[src/rtl/lsu_mem_ctrl.sv]
// rtl/lsu_mem_ctrl.sv - LSU-side memory controller routing byte accesses to SRAM or IO bus
//
// Purpose: accepts a level-held LSU read/write request, decodes the address to
// the synchronous data SRAM (addr < IO_BASE) or to the memory-mapped IO bus
// (addr >= IO_BASE), runs the access and returns a one-cycle rdy pulse.
//
// Optional build macro: MEM_IO_TIMEOUT_EN
//   defined   - IO accesses abort after IO_TIMEOUT cycles without io_ack,
//               returning rdata = 8'hFF on reads and pulsing bus_err with rdy.
//   undefined - IO accesses wait indefinitely; bus_err is tied 0.
//
// Ports:
//   clk, rst_n                       clock, asynchronous active-low reset
//   addr, wdata, read, write         LSU request (level, held until rdy)
//   rdata, rdy                       registered read data, completion pulse
//   ram_ce/we/addr/wdata, ram_rdata  synchronous SRAM interface
//   io_req/we/addr/wdata, io_rdata,
//   io_ack                           IO bus handshake
//   bus_err                          IO timeout flag, pulses with rdy

module lsu_mem_ctrl #(
    parameter logic [15:0] IO_BASE    = 16'hFF00,
    parameter int          RAM_WAIT   = 1,
    parameter int          IO_TIMEOUT = 16
) (
    input  logic        clk,
    input  logic        rst_n,
    input  logic [15:0] addr,
    input  logic [7:0]  wdata,
    input  logic        read,
    input  logic        write,
    output logic [7:0]  rdata,
    output logic        rdy,
    output logic        ram_ce,
    output logic        ram_we,
    output logic [15:0] ram_addr,
    output logic [7:0]  ram_wdata,
    input  logic [7:0]  ram_rdata,
    output logic        io_req,
    output logic        io_we,
    output logic [7:0]  io_addr,
    output logic [7:0]  io_wdata,
    input  logic [7:0]  io_rdata,
    input  logic        io_ack,
    output logic        bus_err
);

    typedef enum logic [1:0] {S_IDLE, S_RAM_ACC, S_IO_ACC, S_DONE} state_t;

    localparam logic [3:0] LP_RAM_WAIT = 4'(RAM_WAIT);

    state_t     r_state;
    logic       r_dir;      // 1 = write; write wins when both requests are high
    logic [3:0] r_wait;
    logic       w_req;

    assign w_req = read | write;

`ifdef MEM_IO_TIMEOUT_EN
    // Loaded with IO_TIMEOUT-1 so io_req stays high for exactly IO_TIMEOUT cycles.
    localparam logic [7:0] LP_TMO_LOAD = 8'(IO_TIMEOUT - 1);
    logic [7:0] r_tmo;
    logic       r_err;
`else
    assign bus_err = 1'b0;
`endif

    always_ff @(posedge clk or negedge rst_n) begin
        if (!rst_n) begin
            r_state   <= S_IDLE;
            r_dir     <= 1'b0;
            r_wait    <= 4'd0;
            rdata     <= 8'h00;
            rdy       <= 1'b0;
            ram_ce    <= 1'b0;
            ram_we    <= 1'b0;
            ram_addr  <= 16'h0000;
            ram_wdata <= 8'h00;
            io_req    <= 1'b0;
            io_we     <= 1'b0;
            io_addr   <= 8'h00;
            io_wdata  <= 8'h00;
`ifdef MEM_IO_TIMEOUT_EN
            r_tmo     <= 8'd0;
            r_err     <= 1'b0;
            bus_err   <= 1'b0;
`endif
        end else begin
            rdy <= 1'b0;
`ifdef MEM_IO_TIMEOUT_EN
            bus_err <= 1'b0;
`endif
            case (r_state)
                S_IDLE: begin
                    if (w_req) begin
                        r_dir <= write;
                        if (addr < IO_BASE) begin
                            r_state   <= S_RAM_ACC;
                            ram_ce    <= 1'b1;
                            ram_we    <= write;
                            ram_addr  <= addr;
                            ram_wdata <= wdata;
                            r_wait    <= LP_RAM_WAIT;
                        end else begin
                            r_state  <= S_IO_ACC;
                            io_req   <= 1'b1;
                            io_we    <= write;
                            io_addr  <= addr[7:0];
                            io_wdata <= wdata;
`ifdef MEM_IO_TIMEOUT_EN
                            r_tmo    <= LP_TMO_LOAD;
`endif
                        end
                    end
                end

                S_RAM_ACC: begin
                    // SRAM data is valid on the last ce cycle; sample it as ce drops.
                    if (r_wait == 4'd0) begin
                        if (!r_dir) begin
                            rdata <= ram_rdata;
                        end
                        ram_ce  <= 1'b0;
                        ram_we  <= 1'b0;
                        r_state <= S_DONE;
                    end else begin
                        r_wait <= r_wait - 4'd1;
                    end
                end

                S_IO_ACC: begin
                    // io_ack is checked first so an ack on the timeout cycle wins.
                    if (io_ack) begin
                        if (!r_dir) begin
                            rdata <= io_rdata;
                        end
                        io_req  <= 1'b0;
                        io_we   <= 1'b0;
                        r_state <= S_DONE;
                    end
`ifdef MEM_IO_TIMEOUT_EN
                    else if (r_tmo == 8'd0) begin
                        if (!r_dir) begin
                            rdata <= 8'hFF;
                        end
                        io_req  <= 1'b0;
                        io_we   <= 1'b0;
                        r_err   <= 1'b1;
                        r_state <= S_DONE;
                    end else begin
                        r_tmo <= r_tmo - 8'd1;
                    end
`endif
                end

                S_DONE: begin
                    rdy     <= 1'b1;
`ifdef MEM_IO_TIMEOUT_EN
                    bus_err <= r_err;
                    r_err   <= 1'b0;
`endif
                    r_state <= S_IDLE;
                end

                default: r_state <= S_IDLE;
            endcase
        end
    end

endmodule

[config.mk]
export PLATFORM = sky130hd
export DESIGN_NAME = lsu_mem_ctrl
export DESIGN_NICKNAME = d
export VERILOG_FILES = /design/src/rtl/lsu_mem_ctrl.sv
export SDC_FILE = /design/constraint.sdc
export NUM_CORES = 1
export LEC_CHECK = 0
export CORE_MARGIN = 4
export CORE_UTILIZATION = 65
export DETAILED_ROUTE_END_ITERATION = 7
export DONT_BUFFER_PORTS = 1
export GPL_TIMING_DRIVEN = 0
export PLACE_DENSITY_LB_ADDON = 0.3
export SLEW_MARGIN = 20
export SYNTH_ARGS = -nofsm -noshare
export SYNTH_HDL_FRONTEND = slang
export SYNTH_SLANG_ARGS = --single-unit
[constraint.sdc]
create_clock -name clk -period 5.05 [get_ports clk]
set_clock_uncertainty 0.1 [all_clocks]
set_input_delay 0.505 -clock clk [delete_from_list [all_inputs] [get_ports clk]]
set_output_delay 0.505 -clock clk [all_outputs]
set_load 0.01 [all_outputs]
== Word level (Yosys, flattened, before mapping) ==
Cells that the tools add are included.

* Register bits after elaboration: 60
* Latch bits: 0
* RAM bits: 0
* Memory bits (read-only): 0
* Input bits: 45
* Word-level logic and storage cells: 70
* Memories kept: 0

* Add/sub/neg operators: 1
* $mul: 0
* Div/mod/pow operators: 0
* $lt $le $gt $ge: 1
* Equal/unequal tests: 11
* Shift operators: 0
* Mux-type cells: 29
* Bitwise gates (word level): 2
* Reduce and logical (&&, ||, !) cells: 13

{| class="wikitable"
|+ Operators with widths
! kind !! number
|-
| 8-bit two-way mux || 4
|-
| 16-bit < comparator, second input constant || 1
|-
| 2-bit inequality test, second input constant || 8
|-
| 8-bit case mux with 2 select lines || 1
|-
| 4-bit two-way mux || 3
|-
| 4-bit AND reduction || 3
|-
| 1-bit two-way mux || 11
|-
| 3-bit AND reduction || 3
|-
| 2-bit two-way mux || 4
|-
| 1-bit case mux with 2 select lines || 4
|-
| 2-bit case mux with 4 select lines || 1
|-
| 4-bit case mux with 2 select lines || 1
|-
| 2-bit nonzero test || 3
|-
| 5-bit AND reduction || 1
|-
| 2-bit == test, second input constant || 2
|-
| 4-bit logical NOT || 1
|-
| 4-bit by 1-bit subtractor with 4-bit output, second input constant || 1
|-
| 2-bit by 1-bit == test with 1-bit output, second input constant || 1
|-
| 2-bit logical NOT || 1
|-
| 2-bit AND reduction || 1
|-
| 1-bit NOT || 1
|-
| 1-bit bitwise OR || 1
|}

== Depth between registers and ports, before layout ==
Gate-level depths: netlist (run 1).

* Depth in word-level cells: 4
* Gate-level depth with buffers: 7

== Worst setup path before layout (run 1) ==
Ideal clock, no wire load.

* Path type: input-to-reg
* Start point: input addr[13]
* End point: register io_addr[0]
* Setup time: 0.127 ns
* Data arrival time: 1.712 ns
* Data required time: 4.823 ns
* Slack: 3.111 ns
* Stages on the path: 4
* Buffers on the path: 1
* Path through: nand4_1 > nor4b_4 > buf_6 > mux2_1

* Word-level cells in the longest chain between the ends: 3

{| class="wikitable"
|+ Ends and longest elaborated chain
! item !! RTL line !! source
|-
| start: declaration || 28 || <nowiki>input logic [15:0] addr,</nowiki>
|-
| 16-bit < comparator || 97 || <nowiki>if (addr < IO_BASE) begin</nowiki>
|-
| 1-bit NOT (no source line) || - ||
|-
| 3-bit AND reduction (no source line) || - ||
|-
| end signal: assignment || 108 || <nowiki>io_addr <= addr[7:0];</nowiki>
|-
| end: declaration || 41 || <nowiki>output logic [7:0] io_addr,</nowiki>
|}

Every way passes these cells.
A chain may end at the register's enable or synchronous reset.

== Worst setup path in the final report (run 1) ==
* Start point: register r_state[0]
* End point: register io_wdata[6]

* Word-level cells in the longest chain between the ends: 2

{| class="wikitable"
|+ Ends and longest elaborated chain
! item !! RTL line !! source
|-
| start: declaration || 52 || <nowiki>state_t r_state;</nowiki>
|-
| start signal: assignment || 70 || <nowiki>r_state <= S_IDLE;</nowiki>
|-
| start signal: assignment || 98 || <nowiki>r_state <= S_RAM_ACC;</nowiki>
|-
| start signal: assignment || 105 || <nowiki>r_state <= S_IO_ACC;</nowiki>
|-
| 2-bit logical NOT || 93 || <nowiki>case (r_state)</nowiki>
|-
| 3-bit AND reduction (no source line) || - ||
|-
| end signal: assignment || 109 || <nowiki>io_wdata <= wdata;</nowiki>
|-
| end: declaration || 42 || <nowiki>output logic [7:0] io_wdata,</nowiki>
|}

Every way passes these cells.

==> run summary, run 1 <==
count of clock tree sinks - 60
run status - completed
kind of capture point of the worst setup path - flop
cell area power density - 644 nW/um^2
GPL Wtd Cong - 0.782
Inserted Diodes - 0
fin. max-slew vios - 0
final count of negative-setup-slack endpoints - 0
Worst-Margin Slew - 0.668 ns
Worst Reg-to-Reg Cells - 5
fraction of the yosys area taken by sequential cells - 56.4%
DRC violation count after routing - 0
area grow syn2layout - 10.8%
CTS buffer count - 9
depth of the worst hold-timing path - 1
count of antenna-violating nets left after detailed routing - 0
number of placement rows - 22
latest clock arrival within the worst-skew pair - 0.33 ns
Finished Cell Area - 2950 um^2
Cells after Synth - 202
worst reg2reg endpoint - io_wdata[6]
normalized max-slew margin - 55.5%
sequence of cells on the critical path - inv_1 -> ha_1 -> nor4b_4 -> buf_6 -> mux2_1
number of synthesized register bits - 60
largest driver fanout on the critical path - 10
number of placed instances with taps included - 250
die area - 5180 um^2
kind of start point of the critical path - flop
crit path DAT - 2.34 ns
pin count of the biggest net entering global routing - 61
Cell Area, Placed - 2720 um^2
warning count from the yosys run - 0
wirelength, routed - 5950 um
maximum achievable frequency - 0.447 GHz
CTS Root Buffer Type - clkbuf_8
max cap viols - 0
type of the tightest min-delay check - in2reg
clock tree from TritonCTS - built
Hold Path Sink - io_addr[2]
register-to-register path setup slack - 2.81 ns
count of cell types in the netlist - 42
final-report hold violation count - 0
static leakage power - 1.33 nW
routed wire length per instance - 22.3 um
DP Wirelength - 4320 um
Critical-path top delay cell - nor4b_4
accumulated negative setup slack - 0 ns
commonest non-fill, non-tap cells in the layout - dfrtp_1, mux2_2, nor2_1, mux2i_1, clkbuf_8
Worst Setup Path Type - reg2reg
Pre-antenna DRT Iters - 4
die boundary width - 72.0 um
# IOs - 99
number of H-tree branching levels - 3
Clk pin slew, worst setup/hold paths - 0.07 ns
proportion of synthesized flip-flops having asynchronous set or reset - 100%
post-synthesis average cell area - 13.2 um^2
share of cells above drive strength 1 - 26.5%
maximum vdd drop - 369 uV
total nets after synthesis - 253
Period Utilization, post-route - 44.3%
Final min period - 2.24 ns
worst hold margin - 0.212 ns
launch point of the worst reg-to-reg path - r_state[0]
global-route usage over all layers - 25.0%
storage element area - 1500 um^2
DR vias/cell - 6.42
main flop type after synthesis - dfrtp_1
critical path's largest stage delay - 0.57 ns
initial antenna violation count - 0
area of the multi-input gates - 1080 um^2
initial detailed-routing violation count - 161
number of standard cells in the final layout excluding fillers - 267
number of fill cells in the layout - 234
hold wc startpoint - addr[2]
total overflow reported by the global router - 0
RSZ-0062 raised after global routing - no
routed vias - 1713
Chip Height - 72.0 um
floorplan core area - 3800 um^2
vias in the first global route - 1911
Synth Cell Area - 2660 um^2
nets - 266
worst path required time - 5.16 ns
wire length of the first global-routing pass - 9780 um
EDFF count, synth - 0
clock tree buffer depth - 2
most frequent standard cell in the layout excluding fill and tap cells - dfrtp_1
count of buffers inserted at the top-level ports - 0
starting density of the core - 70.0%
## per-layer routing
| layer | vias up | GRT usage, % | share of wire (%) |
|---|---|---|---|
| li1 | 752 | - | - |
| met1 | 860 | 28.5 | 36 |
| met2 | 90 | 40.9 | 52 |
| met3 | 11 | 10.9 | 11 |
| met4 | 0 | 11.1 | 1.3 |
| met5 | - | 0 | 0 |
## flip-flops by register name, summed over array words and instances, names as in the netlist, 2 cells and up
| signal | count |
|---|---|
| io_addr | 8 |
| io_wdata | 8 |
| r_state | 2 |
| r_wait | 4 |
| ram_addr | 16 |
| ram_wdata | 8 |
| rdata | 8 |
## critical path: cells and delay by family (launching register included)
kind	cells	cell delay [ns]
adders and majority gates	1	0.33
buffers and inverters	2	0.35
DFF	1	0.42
muxes	1	0.34
and+or+nand+nor	1	0.57
## synth_stat cells (all sizes together), types with 2 or more instances
cell     count  area [um^2]
o21ai        2         10.0
nor2b        2         12.5
nand4        2         18.8
a21oi        9         45.0
o21bai       2         15.0
ha           6         75.1
nand2        9         33.8
clkbuf       3         11.3
nand3        6         30.0
nor2        13         48.8
a31oi        2         12.5
dfrtp       60         1500
a211oi       2         27.5
nand3b       2         15.0
inv          5         18.8
mux2        40          450
mux2i       10          100
buf          6         45.0
o2bb2ai      2         17.5
o31ai        2         15.0
## stage by stage
step	util, %	worst slack [ns]	power [mW]
final	77.6	2.81	1.90
after global routing	77.6	2.69	2.02
after CTS	77.6	2.81	1.90
after detailed placement	71.6	2.79	1.47
after global placement	71.6	2.85	1.42
after floorplan	-	3.11	1.32
## power breakdown
group	internal [mW]	total, mW	leakage (nW)	switching (mW)
clock	0.236	0.414	0.0979	0.179
combinational	0.294	0.605	0.497	0.312
sequential	0.664	0.877	0.737	0.213
## cell families after synthesis
group / after synthesis / synth area share (%)
other: 1 / 0.141
buffers and inverters: 14 / 2.82
adder cells (fa/ha/maj): 6 / 2.82
multiplexers: 50 / 20.7
AO/OA/AOI/OAI: 31 / 8.84
AND/OR/NAND/NOR: 40 / 8.23
flip-flops: 60 / 56.4
## layout make-up
class / instances / share of cell area (%)
Buffer: 9 / 1.91
Inverter: 5 / 0.637
Clock inverter: 5 / 1.78
Timing Repair Buffer: 2 / 1.27
Clock buffer: 10 / 4.67
Sequential cell: 60 / 50.9
Multi-Input combinational cell: 128 / 36.8
Tap cell: 48 / 2.04
## how the worst max path moves through the flow
stage | startpoint | end | slack (ns) | cells past startpoint
floorplan | addr[13] | io_addr[0] | 3.11 | 4
global placement | addr[13] | io_addr[2] | 2.85 | 4
detailed placement | addr[13] | io_wdata[6] | 2.79 | 4
CTS | r_state[0] | io_wdata[6] | 2.81 | 5
global route | r_state[0] | io_wdata[6] | 2.69 | 5
finish | r_state[0] | io_wdata[6] | 2.81 | 5
## what timing repair did
action | in CTS | in global routing
gates resized for setup | 0 | 0
hold buffers | 2 | 0
endpoints found under the hold margin | 60 | 0
setup buffers | 0 | 0
endpoints found under the setup margin | 0 | 0
(Power assumes the default switching activity.)
==> inputs of run 2 (changes only) <==
--- a/config.mk
+++ b/config.mk
@@ -5,8 +5,9 @@
 export SDC_FILE = /design/constraint.sdc
 export NUM_CORES = 1
 export LEC_CHECK = 0
+export ABC_AREA = 1
 export CORE_MARGIN = 4
-export CORE_UTILIZATION = 65
+export CORE_UTILIZATION = 56
 export DETAILED_ROUTE_END_ITERATION = 7
 export DONT_BUFFER_PORTS = 1
 export GPL_TIMING_DRIVEN = 0
==> constraint.sdc (replaced) <==
create_clock -name clk -period 2 [get_ports clk]
set_clock_uncertainty 0.1 [all_clocks]
set_input_delay 0.2 -clock clk [delete_from_list [all_inputs] [get_ports clk]]
set_output_delay 0.2 -clock clk [all_outputs]
set_load 0.01 [all_outputs]
==> run summary, run 2 <==
EDFF count, synth - 0
Compound-Gate Fraction of Synth Area - 12.5%
warning count from the yosys run - 0
floorplan core area - 4750 um^2
number of H-tree branching levels - 3
area grow syn2layout - 25.8%
wire length of the first global-routing pass - 10800 um
final-report hold violation count - 0
biggest area consumer among synthesized cells - dfrtp_1
final count of negative-setup-slack endpoints - 0
Worst Reg-to-Reg Cells - 9
DP Wirelength - 4110 um
max cap viols - 0
Reg with most FFs - ram_addr
commonest non-fill, non-tap cells in the layout - nand2_1, dfrtp_1, dlygate4sd3_1, inv_1, o21ai_2
die area - 6130 um^2
area share of xor/xnor cells in the synthesized design - 0.317%
worst reg2reg endpoint - r_wait[1]
DRC violation count after routing - 0
global-route usage over all layers - 22.8%
Final min period - 1.72 ns
switching part of the total power - 40.3%
Synth Cell Area - 2770 um^2
latest clock arrival within the worst-skew pair - 0.32 ns
worst hold margin - 0.0114 ns
CTS Root Buffer Type - clkbuf_8
proportion of synthesized flip-flops having asynchronous set or reset - 100%
switching power total - 2.03 mW
simple-gate portion of the synthesized area - 18.8%
most frequent cells after synthesis - nand2_1, dfrtp_1, inv_1
worst path required time - 2.12 ns
number of fill cells in the layout - 343
Chip Height - 78.3 um
cts repair resizes - 0
vias in the first global route - 2223
routed vias - 2178
multiplexer share of the synthesized area - 2.89%
most numerous cell in the Yosys netlist - nand2_1
CTS buffer count - 9
Critical-path top delay cell - dfrtp_1
clock tree from TritonCTS - built
maximum achievable frequency - 0.583 GHz
number of placement rows - 25
maximum vdd drop - 798 uV
clock tree buffer depth - 2
number of synthesized register bits - 60
final worst slack - 0.284 ns
Pre-antenna DRT Iters - 4
minimum setup slack after placement - 0.276 ns
launch point of the worst reg-to-reg path - r_state[0]
post-synthesis adder-cell area fraction - 2.71%
count of buffers inserted at the top-level ports - 0
RSZ-0062 raised after global routing - no
Clk pin slew, worst setup/hold paths - 0.06 ns
most frequent standard cell in the layout excluding fill and tap cells - nand2_1
combinational family with the most area after synthesis - simple AND/OR/NAND/NOR gates
cell area power density - 1450 nW/um^2
total overflow reported by the global router - 0
run status - completed
die boundary width - 78.3 um
starting density of the core - 58.2%
Clock power frac - 21.8%
count of clock tree sinks - 60
share of cells above drive strength 1 - 17.2%
most used cell, CP - nand2_1
DR vias/cell - 5.16
post-synthesis average cell area - 9.28 um^2
initial detailed-routing violation count - 106
critical path launch point - r_state[0]
Cells after Synth - 298
logic gate share of total power - 35.1%
sequence of cells on the critical path - inv_1 -> ha_1 -> buf_4 -> nand2_1 -> nand2_1 -> nor2_2 -> nand2_1 -> nand2_1 -> nand2_1
Total Power - 5.04 mW
Worst Setup Path Type - reg2reg
nets - 401
kind of start point of the critical path - flop
Internal Dissipation - 3.01 mW
Period Utilization, post-route - 85.8%
# IOs - 99
kind of capture point of the worst setup path - flop
largest driver fanout on the critical path - 9
count of cell types in the netlist - 25
Post-CTS Setup Repair Bufs - 0
static leakage power - 1.74 nW
number of buffers inserted for hold repair after clock tree synthesis - 40
Critical Path Sink - r_wait[1]
total nets after synthesis - 349
flip-flop count of the largest register after layout - 16
count of antenna-violating nets left after detailed routing - 0
register-to-register path setup slack - 0.28 ns
pin count of the biggest net entering global routing - 61
initial antenna violation count - 0
fraction of the yosys area taken by sequential cells - 54.3%
main flop type after synthesis - dfrtp_1
fin. max-slew vios - 0
routed wire length per instance - 15.5 um
GPL Wtd Cong - 0.820
Inserted Diodes - 0
type of the tightest min-delay check - in2reg
top cells by area in the synthesized netlist - dfrtp_1, nand2_1, o21ai_2, inv_1, o21ai_1
proportion of power drawn by flip-flops and latches - 43.1%
area share of the largest cell type after synthesis - 54.3%
accumulated negative setup slack - 0 ns
critical path's largest stage delay - 0.40 ns
wirelength, routed - 6560 um
crit path DAT - 1.83 ns
==> run 2: logic make-up after synthesis <==
group | Yosys count
XOR/XNOR | 1
adder cells (fa/ha/maj) | 6
other | 1
buffers and inverters | 50
AND/OR/NAND/NOR | 121
flip-flops | 60
AO/OA/AOI/OAI | 51
multiplexers | 8
==> run 2: metrics by stage <==
step,utilization [%],instances,cell area [um^2]
after floorplan,-,298,2770
after global placement,59.9,365,2850
after detailed placement,59.9,365,2850
after CTS,73.0,421,3470
after global routing,73.2,422,3480
final,73.2,422,3480
==> run 2: how the worst min path moves through the flow <==
stage	endpoint	cells after the start	slack, ns	startpoint
6_report	rdata[1]	2	0.01	ram_rdata[1]
5_1_grt	rdata[1]	2	0.02	ram_rdata[1]
4_1_cts	rdata[0]	2	0.002	io_rdata[0]
3_5_place_dp	ram_addr[13]	0	-0.19	rst_n
3_3_place_gp	ram_addr[14]	0	-0.19	rst_n
2_1_floorplan	io_addr[0]	0	-0.20	rst_n
==> run 2: layout make-up <==
type | instances | area [um^2] | area share (%)
timing repair buffer | 41 | 428 | 12.3
clock buffer | 12 | 155 | 4.46
inverter | 38 | 143 | 4.10
buffer | 12 | 90.1 | 2.59
multi-input combinational | 188 | 1030 | 29.7
clock inverter | 4 | 47.5 | 1.37
sequential | 60 | 1500 | 43.1
tap | 67 | 83.8 | 2.41
==> run 2: power groups by stage <==
stage	sequential [mW]	clock, mW	combinational [mW]
global route	2.23	1.18	2.03
CTS	2.17	1.12	1.77
detailed placement	2.19	0	1.67
global placement	2.18	0	1.61
finish	2.17	1.10	1.77
floorplan	2.09	0	1.40
==> run 2: per-layer routing <==
| metal | global-route usage (%) | up-vias | part of all wire, % |
|---|---|---|---|
| met2 | 38.6 | 92 | 50 |
| met3 | 6.42 | 15 | 8.4 |
| met1 | 27.2 | 1034 | 40 |
| met5 | 0 | - | 0 |
| met4 | 9.97 | 0 | 1.8 |
| li1 | - | 1037 | - |
==> run 2: critical path, delay by kind of cell (launching register included) <==
kind	cells	cell delay, ns
buffers and inverters	2	0.25
DFF	1	0.40
adders and majority gates	1	0.19
and+or+nand+nor	6	0.67
